--- src/rtl/fault_pkg.sv ---
// Shared definitions for the fault supervisor and the channel detectors:
// supervisor state encoding and the default timing widths.
package fault_pkg;

  localparam int DLY_W_DEF      = 14;
  localparam int CLK_PER_US_DEF = 40;

  typedef enum logic [1:0] {
    ST_IDLE     = 2'd0,
    ST_ARMED    = 2'd1,
    ST_TRIPPED  = 2'd2,
    ST_CLEARING = 2'd3
  } state_t;

endpackage

--- src/rtl/fault_qual_ch.sv ---
// One fault channel: microsecond persistence counter with saturation and
// comparison against the configured delay.
module fault_qual_ch
  import fault_pkg::*;
#(
  parameter int DLY_W = DLY_W_DEF
) (
  input  logic             clk,
  input  logic             rst,
  input  logic             tick,
  input  logic             clr,
  input  logic             fault,
  input  logic             mask,
  input  logic [DLY_W-1:0] dly,
  output logic             qual
);

  localparam logic [DLY_W-1:0] CNT_MAX = {DLY_W{1'b1}};

  logic [DLY_W-1:0] cnt_reg;

  // Any break in the fault level restarts the persistence measurement.
  always_ff @(posedge clk or posedge rst) begin
    if (rst) begin
      cnt_reg <= '0;
    end else if (clr || mask || !fault) begin
      cnt_reg <= '0;
    end else if (tick && (cnt_reg != CNT_MAX)) begin
      cnt_reg <= cnt_reg + 1'b1;
    end
  end

  assign qual = fault && !mask && (cnt_reg >= dly);

endmodule

--- src/rtl/fault_supervisor.sv ---
// Fault supervisor: 1 us timebase, per-channel qualification, trip latching
// with first-fault capture, and the detector reset / clear handshake.
module fault_supervisor
  import fault_pkg::*;
#(
  parameter int N_CH         = 4,
  parameter int ID_W         = 2,
  parameter int DLY_W        = DLY_W_DEF,
  parameter int CLK_PER_US   = CLK_PER_US_DEF,
  parameter int UNIT_RST_CYC = 8
) (
  input  logic                    clk,
  input  logic                    rst,
  input  logic                    enable,
  input  logic [N_CH-1:0]         fault_in,
  input  logic [N_CH-1:0]         fault_mask,
  input  logic [N_CH*DLY_W-1:0]   dly_cfg,
  input  logic                    clr_req,
  output logic                    tick_1us,
  output logic                    unit_reset,
  output logic                    trip,
  output logic [N_CH-1:0]         fault_latched,
  output logic [ID_W-1:0]         first_id,
  output logic                    first_valid,
  output logic                    clr_done,
  output logic                    clr_fail,
  output logic [1:0]              state
);

  localparam int PW = (CLK_PER_US > 1) ? $clog2(CLK_PER_US) : 1;
  localparam int RW = (UNIT_RST_CYC > 1) ? $clog2(UNIT_RST_CYC) : 1;

  state_t             state_reg, state_next;
  logic [PW-1:0]      presc_reg;
  logic [RW-1:0]      rst_cnt_reg, rst_cnt_next;
  logic [N_CH-1:0]    fault_q_reg;
  logic [N_CH-1:0]    latched_reg, latched_next;
  logic [ID_W-1:0]    first_id_reg, first_id_next;
  logic               first_valid_reg, first_valid_next;
  logic               trip_reg, trip_next;
  logic               clr_done_reg, clr_done_next;
  logic               clr_fail_reg, clr_fail_next;
  logic [N_CH-1:0]    qual;
  logic               ch_clr;
  logic               clear_ok;

  function automatic logic [ID_W-1:0] lowest_idx(input logic [N_CH-1:0] v);
    logic [ID_W-1:0] r;
    r = '0;
    for (int i = N_CH - 1; i >= 0; i--) begin
      if (v[i]) r = ID_W'(i);
    end
    return r;
  endfunction

  always_ff @(posedge clk or posedge rst) begin
    if (rst) begin
      presc_reg <= '0;
    end else if (presc_reg == PW'(CLK_PER_US - 1)) begin
      presc_reg <= '0;
    end else begin
      presc_reg <= presc_reg + 1'b1;
    end
  end

  assign tick_1us = (presc_reg == PW'(CLK_PER_US - 1));

  always_ff @(posedge clk or posedge rst) begin
    if (rst) fault_q_reg <= '0;
    else     fault_q_reg <= fault_in;
  end

  // Counters only run while supervision is live and no detector reset is in progress.
  assign ch_clr = (state_reg == ST_IDLE) || (state_reg == ST_CLEARING);

  generate
    for (genvar gi = 0; gi < N_CH; gi++) begin : g_ch
      fault_qual_ch #(.DLY_W(DLY_W)) u_ch (
        .clk   (clk),
        .rst   (rst),
        .tick  (tick_1us),
        .clr   (ch_clr),
        .fault (fault_q_reg[gi]),
        .mask  (fault_mask[gi]),
        .dly   (dly_cfg[gi*DLY_W +: DLY_W]),
        .qual  (qual[gi])
      );
    end
  endgenerate

  assign clear_ok = ~|(fault_q_reg & ~fault_mask);

  always_ff @(posedge clk or posedge rst) begin
    if (rst) begin
      state_reg       <= ST_IDLE;
      rst_cnt_reg     <= '0;
      latched_reg     <= '0;
      first_id_reg    <= '0;
      first_valid_reg <= 1'b0;
      trip_reg        <= 1'b0;
      clr_done_reg    <= 1'b0;
      clr_fail_reg    <= 1'b0;
    end else begin
      state_reg       <= state_next;
      rst_cnt_reg     <= rst_cnt_next;
      latched_reg     <= latched_next;
      first_id_reg    <= first_id_next;
      first_valid_reg <= first_valid_next;
      trip_reg        <= trip_next;
      clr_done_reg    <= clr_done_next;
      clr_fail_reg    <= clr_fail_next;
    end
  end

  always_comb begin
    state_next       = state_reg;
    rst_cnt_next     = rst_cnt_reg;
    latched_next     = latched_reg;
    first_id_next    = first_id_reg;
    first_valid_next = first_valid_reg;
    trip_next        = trip_reg;
    clr_done_next    = 1'b0;
    clr_fail_next    = 1'b0;
    case (state_reg)
      ST_IDLE: begin
        trip_next = 1'b0;
        if (enable) state_next = ST_ARMED;
      end
      ST_ARMED: begin
        // A trip takes precedence over disarming in the same cycle.
        if (|qual) begin
          state_next       = ST_TRIPPED;
          latched_next     = latched_reg | qual;
          first_id_next    = lowest_idx(qual);
          first_valid_next = 1'b1;
          trip_next        = 1'b1;
        end else if (!enable) begin
          state_next = ST_IDLE;
        end
      end
      ST_TRIPPED: begin
        trip_next    = 1'b1;
        latched_next = latched_reg | qual;
        if (clr_req) begin
          state_next   = ST_CLEARING;
          rst_cnt_next = '0;
        end
      end
      ST_CLEARING: begin
        if (rst_cnt_reg == RW'(UNIT_RST_CYC - 1)) begin
          if (clear_ok) begin
            latched_next     = '0;
            first_id_next    = '0;
            first_valid_next = 1'b0;
            trip_next        = 1'b0;
            clr_done_next    = 1'b1;
            state_next       = enable ? ST_ARMED : ST_IDLE;
          end else begin
            clr_fail_next = 1'b1;
            state_next    = ST_TRIPPED;
          end
        end else begin
          rst_cnt_next = rst_cnt_reg + 1'b1;
        end
      end
      default: state_next = ST_IDLE;
    endcase
  end

  assign unit_reset    = (state_reg == ST_CLEARING);
  assign trip          = trip_reg;
  assign fault_latched = latched_reg;
  assign first_id      = first_id_reg;
  assign first_valid   = first_valid_reg;
  assign clr_done      = clr_done_reg;
  assign clr_fail      = clr_fail_reg;
  assign state         = state_reg;

endmodule

--- config.mk ---
export PLATFORM = sky130hd
export DESIGN_NAME = fault_supervisor
export DESIGN_NICKNAME = d
export VERILOG_FILES = /design/src/rtl/fault_pkg.sv /design/src/rtl/fault_qual_ch.sv /design/src/rtl/fault_supervisor.sv
export SDC_FILE = /design/constraint.sdc
export NUM_CORES = 1
export LEC_CHECK = 0
export ABC_CLOCK_PERIOD_IN_PS = 3400
export CORE_UTILIZATION = 56
export DETAILED_ROUTE_END_ITERATION = 10
export PLACE_DENSITY = 0.83
export SLEW_MARGIN = 0
export SYNTH_ARGS = -nofsm -noshare
export SYNTH_HDL_FRONTEND = slang
export SYNTH_HIERARCHICAL = 1
export SYNTH_SLANG_ARGS = --single-unit
--- constraint.sdc ---
create_clock -name clk -period 3.4 [get_ports clk]
set_clock_uncertainty 0.05 [all_clocks]
set_input_delay 0.51 -clock clk [delete_from_list [all_inputs] [get_ports clk]]
set_output_delay 0.51 -clock clk [all_outputs]
set_load 0.05 [all_outputs]
==> results by group, run 1 <==
Finish
  – Final Cell Area: 0.00701 mm^2
  – Layout area overhead: 21.0%
  – Number of diodes: 0
  – Share of post-route cells with drive strength above 1: 0.0751
  – Fin nets: 877
  – Number of flip-flops in the largest register: 56
  – Most frequent cells in the layout: 81 x dfrtp_1, 81 x clkdlybuf4s50_1, 77 x inv_1, 68 x ha_1, 65 x a21oi_1
  – Number of fill cells: 787
  – Post-route insts no fill: 879

Timing
  – Final WS setup: 369 ps
  – Worst hold margin: 445 ps
  – RSZ-0062 raised after global routing: no
  – Setup TNS: 0 ps
  – Max-slew violation count: 0
  – Fin. Hold Viols: 0
  – Post-layout min period: 3030 ps
  – Relative slew slack: 0.368
  – Final period utilization: 0.892
  – Fmax: 330 MHz
  – Final setup vio count: 0
  – Slew @ Worst Pin: 948 ps

GRT
  – Largest net degree at the start of global routing: 26
  – Grt ovf: 0
  – Antenna violations before repair: 0
  – First-pass GRT wire length: 23.9 mm
  – Total GRT Usage: 0.267
  – Vias in the first global route: 5,283

Drt
  – Routed WL per cell: 15.7 um
  – Routed wire length: 13.8 mm
  – Drt initial violations: 287
  – Routed Antenna Nets: 0
  – DR vias: 5,477
  – Final routed DRC violation total: 0
  – Total iterations of the first detailed-routing run: 5
  – Vias per cell: 6.23

Clock network
  – Total CTS buffers: 9
  – CTS root buffer: clkbuf_8
  – CTS clk-pin slew, worst paths: 80 ps
  – Clk sinks: 81
  – CTS Buffer Depth: 2
  – Resized Gates After CTS: 0
  – Latest clock arrival within the worst-skew pair: 350 ps
  – CTS Hold Buffers Added: 0
  – CTS tree: done
  – Post-CTS setup buffer count: 0
  – Max H-tree Level: 3

Die
  – Die Y: 104 um
  – Chip width: 104 um
  – Die footprint: 0.0108 mm^2
  – Core Area: 0.00991 mm^2
  – Row count: 36
  – Starting density of the core: 0.584
  – IO Count: 82

Yosys
  – Mapped Area: 0.00579 mm^2
  – Synth top area cells: dfrtp_1 35%, ha_1 15%, a21oi_1 5.6%
  – Warnings from Yosys: 6
  – Asr flop ratio synth: 1.00
  – Share of the synthesized area in the top cell type: 0.350
  – Synth Register Bits: 81
  – Post-synthesis cell count: 650
  – Post-synth cell types: 53
  – Synth Flop Type: dfrtp_1
  – Post-Syn Nets: 786
  – Cell accounting for the most synthesized area: dfrtp_1
  – Sequential-to-total area share from yosys stat: 0.350
  – Syn Area/Cell: 8.91 um^2
  – EDFF count, synth: 0

Worst hold path
  – Hold crit path type: reg -> reg

Place
  – Gpl congestion: 0.872
  – HPWL Detailed: 10.7 mm
  – Placed Instance Area: 0.00679 mm^2
  – Port bufs: 81
  – Cells after DPL: 863
  – Place WS: 24.0 ps

Power
  – Sw power: 0.000690 W
  – Leakage: 3.07 nW
  – PwrDens: 328 mW/mm^2
  – P_int: 0.00160 W
  – Max IR drop VDD: 0.187 mV
  – Clock power share: 0.324
  – Flop pwr share: 0.444
  – Logic pwr share: 0.232
  – Sw Share: 0.301

Critical path
  – Crit path buf inv count: 2
  – Crit path required time: 3560 ps
  – Crit-path leading delay family: simple AND/OR/NAND/NOR gates
  – Largest fanout on the critical path: 3
  – Crit path DAT: 3200 ps
  – Worst Setup Start Kind: input port
  – Setup CP Type: in -> reg
  – Slowest CP cell: or4_1
  – Slowest cell delay on critical path: 510 ps
  – CP endpoint kind: flop
  – CP cell instances: clkdlybuf4s50_1, inv_1, ha_1, nand4_1, or4_1, o21ai_0, or3b_4, o31ai_4, or3_1, o2bb2ai_1

Outcome
  – Status: completed

Flow run
  – Max-cap violations: 0
[synthesized netlist by cell type, drive strengths merged (2+ instances only)]
cell     count
dfrtp       81
a211oi       4
nand2b      12
nand3       25
o41ai       16
inv         77
or4         17
a21oi       65
a21o         2
or2          4
o211ai       3
o2bb2ai      3
a41oi        4
o311ai      12
o221a        4
o31ai       13
nor2        36
nand2       51
xnor2        5
nor4         8
a2111oi      2
nor3        10
a211o        2
clkbuf       9
a31oi        2
a2bb2oi      4
a22o         2
o21ai       37
and3         5
o21a         4
nor2b        2
xor2         2
or3         18
and4         9
ha          68
nand4       24
[final cells by class]
| type | instances | area (um^2) | share of cell area |
|---|---|---|---|
| Timing Repair Buffer | 89 | 871 | 0.124 |
| Multi-Input combinational cell | 483 | 3440 | 0.491 |
| Inverter | 77 | 289 | 0.0413 |
| Sequential cell | 81 | 2030 | 0.289 |
| Clock inverter | 4 | 50.0 | 0.00714 |
| Tap cell | 133 | 166 | 0.0238 |
| Clock buffer | 12 | 165 | 0.0236 |
[worst paths after layout]
check	from	endpoint	slack (ps)	cells after the start
setup reg to reg	g_ch[0].u_ch/cnt_reg[13]$_DFFE_PP0P_	fault_latched[0]$_DFFE_PP0P_	560	8
min in group asynchronous	rst	g_ch[3].u_ch/cnt_reg[6]$_DFFE_PP0P_	640	2
max in group asynchronous	rst	first_id[0]$_DFFE_PP0P_	1900	2
setup / recovery	dly_cfg[13]	fault_latched[0]$_DFFE_PP0P_	370	10
hold / removal	presc_reg[0]$_DFF_PP0_	presc_reg[0]$_DFF_PP0_	450	1
hold reg to reg	presc_reg[0]$_DFF_PP0_	presc_reg[0]$_DFF_PP0_	450	1
[kinds of logic after synthesis]
| family | share of synthesized area |
|---|---|
| simple gates | 0.224 |
| flops | 0.350 |
| xor+xnor | 0.0106 |
| compound gates | 0.211 |
| mux | 0.00173 |
| buf+inv | 0.0566 |
| fa+ha+maj | 0.147 |
[worst reg2reg max path, stage by stage (launching register included)]
cell and delay, ps:
dfrtp_1 440, ha_1 340, nand4_1 110, or4_1 510, o21ai_0 360, or3b_4 260, o31ai_4 70, or3_1 410
o2bb2ai_1 150
[power by group through the flow]
| stage | Clock (W) | Combinational, W | Sequential [W] |
|---|---|---|---|
| after floorplan | 0 | 0.000242 | 0.00111 |
| after global placement | 0 | 0.000513 | 0.00104 |
| after detailed placement | 0 | 0.000530 | 0.00104 |
| after CTS | 0.000764 | 0.000532 | 0.00102 |
| after global routing | 0.000802 | 0.000581 | 0.00102 |
| final | 0.000744 | 0.000532 | 0.00102 |
[routing by layer]
metal,global-route usage,part of all wire,vias up
met5,0,0,-
met3,0.0396,0.045,36
li1,-,-,2629
met1,0.338,0.43,2633
met2,0.456,0.50,179
met4,0.112,0.027,0
[per-stage QoR]
stage,total power (W),utilization
global placement,0.00155,0.685
finish,0.00230,0.707
CTS,0.00231,0.707
detailed placement,0.00157,0.685
floorplan,0.00135,-
global route,0.00241,0.707
(Power assumes the default switching activity.)
==> run 2, diff against run 1 <==
- CELL_PAD_IN_SITES_DETAIL_PLACEMENT: unset -> 0
- CELL_PAD_IN_SITES_GLOBAL_PLACEMENT: unset -> 1
- CORE_UTILIZATION: 56 -> 40
- CTS_BUF_LIST: unset -> sky130_fd_sc_hd__clkbuf_2
- PLACE_DENSITY: 0.83 -> 0.78
==> results by group, run 2 (same netlist as run 1, synthesis figures left out) <==
Critical path
  – Crit path DAT: 2590 ps
  – Crit path required time: 2840 ps
  – Largest fanout on the critical path: 23
  – Setup CP Type: reg -> out
  – Worst Setup Start Kind: flop
  – CP endpoint kind: output port

Clock network
  – Max H-tree Level: 3
  – CTS Hold Buffers Added: 0
  – CTS tree: done
  – Clk sinks: 81
  – Post-CTS setup buffer count: 0
  – CTS root buffer: clkbuf_2
  – Total CTS buffers: 9
  – Latest clock arrival within the worst-skew pair: 570 ps
  – CTS Buffer Depth: 2
  – CTS clk-pin slew, worst paths: 230 ps
  – Resized Gates After CTS: 0

Power
  – PwrDens: 306 mW/mm^2
  – Leakage: 3.04 nW
  – Max IR drop VDD: 0.219 mV

Flow run
  – Max-cap violations: 0

Drt
  – DR vias: 5,260
  – Routed wire length: 14.2 mm
  – Final routed DRC violation total: 0
  – Drt initial violations: 282
  – Routed WL per cell: 15.4 um
  – Routed Antenna Nets: 0
  – Total iterations of the first detailed-routing run: 5
  – Vias per cell: 5.67

Timing
  – Worst hold margin: 290 ps
  – Final setup vio count: 0
  – Relative slew slack: 0.368
  – Fin. Hold Viols: 0
  – Final period utilization: 0.926
  – Post-layout min period: 3150 ps
  – RSZ-0062 raised after global routing: no
  – Fmax: 318 MHz
  – Slew @ Worst Pin: 946 ps
  – Setup TNS: 0 ps
  – Final WS setup: 253 ps
  – Max-slew violation count: 0

Finish
  – Number of flip-flops in the largest register: 56
  – Share of post-route cells with drive strength above 1: 0.0724
  – Fin nets: 877
  – Layout area overhead: 20.5%
  – Most frequent cells in the layout: 81 x dfrtp_1, 81 x clkdlybuf4s50_1, 77 x inv_1, 68 x ha_1, 65 x a21oi_1

Place
  – HPWL Detailed: 11.0 mm
  – Gpl congestion: 0.815
  – Place WS: -64.4 ps
  – Port bufs: 81

GRT
  – Grt ovf: 0
  – Vias in the first global route: 5,075
  – Largest net degree at the start of global routing: 26
  – Total GRT Usage: 0.200
  – First-pass GRT wire length: 23.7 mm
  – Antenna violations before repair: 1

Worst hold path
  – Hold crit path type: in -> reg

Die
  – Die footprint: 0.0150 mm^2
  – Core Area: 0.0140 mm^2
  – Die Y: 122 um
  – Chip width: 122 um
  – IO Count: 82
  – Row count: 43
  – Starting density of the core: 0.414

Outcome
  – Status: completed
==> run 2: cell types whose count changed in the layout (fill, tap and decap cells not counted), sizes merged <==
cell and change:
clkbuf -3, clkinv +3, bufinv +1, clkinvlp -1, diode +1
==> run 2: power by group <==
| part | total [W] | switching, W | internal, W |
|---|---|---|---|
| registers | 0.00102 | 0.0000312 | 0.000991 |
| clock network | 0.000584 | 0.000348 | 0.000235 |
| logic | 0.000527 | 0.000310 | 0.000217 |
| total | 0.00213 | 0.000690 | 0.00144 |
==> run 2: worst max-delay path, stage by stage, from the launching register on <==
cell	delay (ps)
dfrtp_1	490
nor2_1	150
and4_1	200
buf_4	300
clkdlybuf4s50_1	870
==> run 2: path summary, 6_finish.rpt <==
kind                                                       end  depth (start not counted)  slack [ps]                            startpoint
max                                                   tick_1us                          4         250                presc_reg[3]$_DFF_PP0_
min                                   fault_q_reg[1]$_DFF_PP0_                          1         290                           fault_in[1]
max reg2reg                               state[1]$_DFFE_PP0P_                          8         520  g_ch[0].u_ch/cnt_reg[13]$_DFFE_PP0P_
min reg2reg                             presc_reg[0]$_DFF_PP0_                          1         440                presc_reg[0]$_DFF_PP0_
max in group asynchronous               presc_reg[2]$_DFF_PP0_                          2        2160                                   rst
min in group asynchronous  g_ch[1].u_ch/cnt_reg[4]$_DFFE_PP0P_                          2         370                                   rst
==> run 2: area by class of cell <==
class / count / area [um^2]
timing repair buffer: 89 / 871
clock buffer: 9 / 45.0
fill: 1365 / 7010
tap: 180 / 225
inverter: 77 / 289
multi-input combinational: 483 / 3440
clock inverter: 7 / 85.1
sequential: 81 / 2030
antenna: 1 / 2.50
==> run 2: through the flow <==
step                area (um^2)  cells  utilization  power [W]
CTS                        6980    926        0.499    0.00217
global placement           6850    910        0.490    0.00156
finish                     6980    927        0.499    0.00213
global route               6980    927        0.499    0.00225
detailed placement         6850    910        0.490    0.00157
floorplan                  5790    650            -    0.00135
==> run 2: layer usage <==
metal  vias up  part of all wire  GRT usage
met1      2498              0.45      0.252
met4         0             0.018     0.0602
li1       2634                 -          -
met2       106              0.49      0.342
met3        22             0.041     0.0418
met5         -                 0          0
==> run 3, diff against run 2 <==
- CAP_MARGIN: unset -> 25
- CORE_UTILIZATION: 40 -> 35
- PLACE_DENSITY: 0.78 -> 0.7
==> results by group, run 3 (same netlist as run 1, synthesis figures left out) <==
Drt
  – DR vias: 5,314
  – Total iterations of the first detailed-routing run: 4
  – Routed WL per cell: 15.2 um
  – Routed Antenna Nets: 0
  – Final routed DRC violation total: 0
  – Vias per cell: 5.49
  – Routed wire length: 14.7 mm
  – Drt initial violations: 279

Clock network
  – CTS clk-pin slew, worst paths: 230 ps
  – Total CTS buffers: 9
  – CTS tree: done
  – Latest clock arrival within the worst-skew pair: 590 ps
  – Resized Gates After CTS: 1
  – CTS Buffer Depth: 2
  – CTS Hold Buffers Added: 0
  – Max H-tree Level: 3
  – CTS root buffer: clkbuf_2
  – Clk sinks: 81
  – Post-CTS setup buffer count: 0

Timing
  – Slew @ Worst Pin: 734 ps
  – Worst hold margin: 246 ps
  – Max-slew violation count: 0
  – Fin. Hold Viols: 0
  – Relative slew slack: 0.510
  – Final setup vio count: 0
  – Post-layout min period: 3090 ps
  – Fmax: 324 MHz
  – Final WS setup: 314 ps
  – Final period utilization: 0.908
  – RSZ-0062 raised after global routing: no

GRT
  – M3 GR Usage: 0.0411
  – Met2 GRT Util: 0.320
  – Vias in the first global route: 5,173
  – Antenna violations before repair: 1
  – Largest net degree at the start of global routing: 26
  – First-pass GRT wire length: 24.9 mm
  – GR peak layer: met2
  – Total GRT Usage: 0.185
  – GRT met1 Usage: 0.231
  – Grt ovf: 0

Finish
  – Share of post-route cells with drive strength above 1: 0.0786
  – Layout area overhead: 21.5%
  – Commonest non-fill, non-tap cell in the layout: dfrtp_1
  – Fin nets: 882
  – Number of flip-flops in the largest register: 56
  – Core Util, Final: 0.440
  – Most frequent cells in the layout: 81 x dfrtp_1, 80 x clkdlybuf4s50_1, 77 x inv_1, 68 x ha_1, 65 x a21oi_1

Die
  – Die footprint: 0.0171 mm^2
  – Starting density of the core: 0.362
  – Row count: 46
  – Core Area: 0.0160 mm^2
  – IO Count: 82
  – Chip width: 131 um
  – Die Y: 131 um

Critical path
  – Slowest CP cell: dlygate4sd2_1
  – Setup CP Type: reg -> out
  – Reg2Reg Depth: 8
  – Slowest cell delay on critical path: 550 ps
  – Largest fanout on the critical path: 8
  – CP cell instances: ha_1, and4_1, buf_4, dlygate4sd2_1
  – CP endpoint kind: output port
  – Crit path DAT: 2530 ps
  – Crit path required time: 2840 ps
  – Worst Setup Start Kind: flop

Flow run
  – Max-cap violations: 0

Place
  – HPWL Detailed: 11.5 mm
  – Place WS: -32.3 ps
  – Gpl congestion: 0.819
  – Port bufs: 81

Outcome
  – Status: completed

Power
  – Power Total: 0.00201 W
  – PwrDens: 286 mW/mm^2
  – Leakage: 3.05 nW
  – Max IR drop VDD: 0.147 mV

Worst hold path
  – Hold crit path type: in -> async
run 3: critical path, delay by kind of cell (launching register included):
family	cells	cell delay, ps
simple gates	1	470
buf+inv	2	770
flops	1	440
fa+ha+maj	1	250
run 3: final timing paths:
kind	slack [ps]	start	end
setup / recovery	310	presc_reg[0]$_DFF_PP0_	tick_1us
hold / removal	250	rst	fault_q_reg[0]$_DFF_PP0_
setup reg to reg	530	g_ch[0].u_ch/cnt_reg[11]$_DFFE_PP0P_	state[1]$_DFFE_PP0P_
hold reg to reg	450	presc_reg[0]$_DFF_PP0_	presc_reg[0]$_DFF_PP0_
max in group asynchronous	2540	rst	g_ch[2].u_ch/cnt_reg[9]$_DFFE_PP0P_
min in group clk	280	fault_in[0]	fault_q_reg[0]$_DFF_PP0_
run 3: where the power goes:
group | switching [W] | internal [W] | total (W)
clock | 0.000361 | 0.0000868 | 0.000447
sequential | 0.0000316 | 0.000991 | 0.00102
combinational | 0.000315 | 0.000227 | 0.000542
run 3: final cells by class:
class / instances / area (um^2)
Clock inverter: 7 / 37.5
Sequential cell: 81 / 2030
Timing Repair Buffer: 94 / 927
Antenna cell: 1 / 2.50
Clock buffer: 9 / 45.0
Multi-Input combinational cell: 483 / 3440
Tap cell: 216 / 270
Fill cell: 1654 / 8960
Inverter: 77 / 289
run 3: layer usage:
layer / routed length, um / vias to the layer above / share of wire
li1: - / 2649 / -
met1: 6670 / 2560 / 0.45
met2: 7280 / 92 / 0.49
met3: 613 / 13 / 0.042
met4: 172 / 0 / 0.012
met5: 0 / - / 0
run 3: stage by stage:
stage	TNS [ps]	area [um^2]	cells
2_1_floorplan	0	5790	650
3_3_place_gp	-6.10	6920	950
3_5_place_dp	-59.2	6920	950
4_1_cts	0	7010	966
5_1_grt	0	7040	968
6_report	0	7040	968
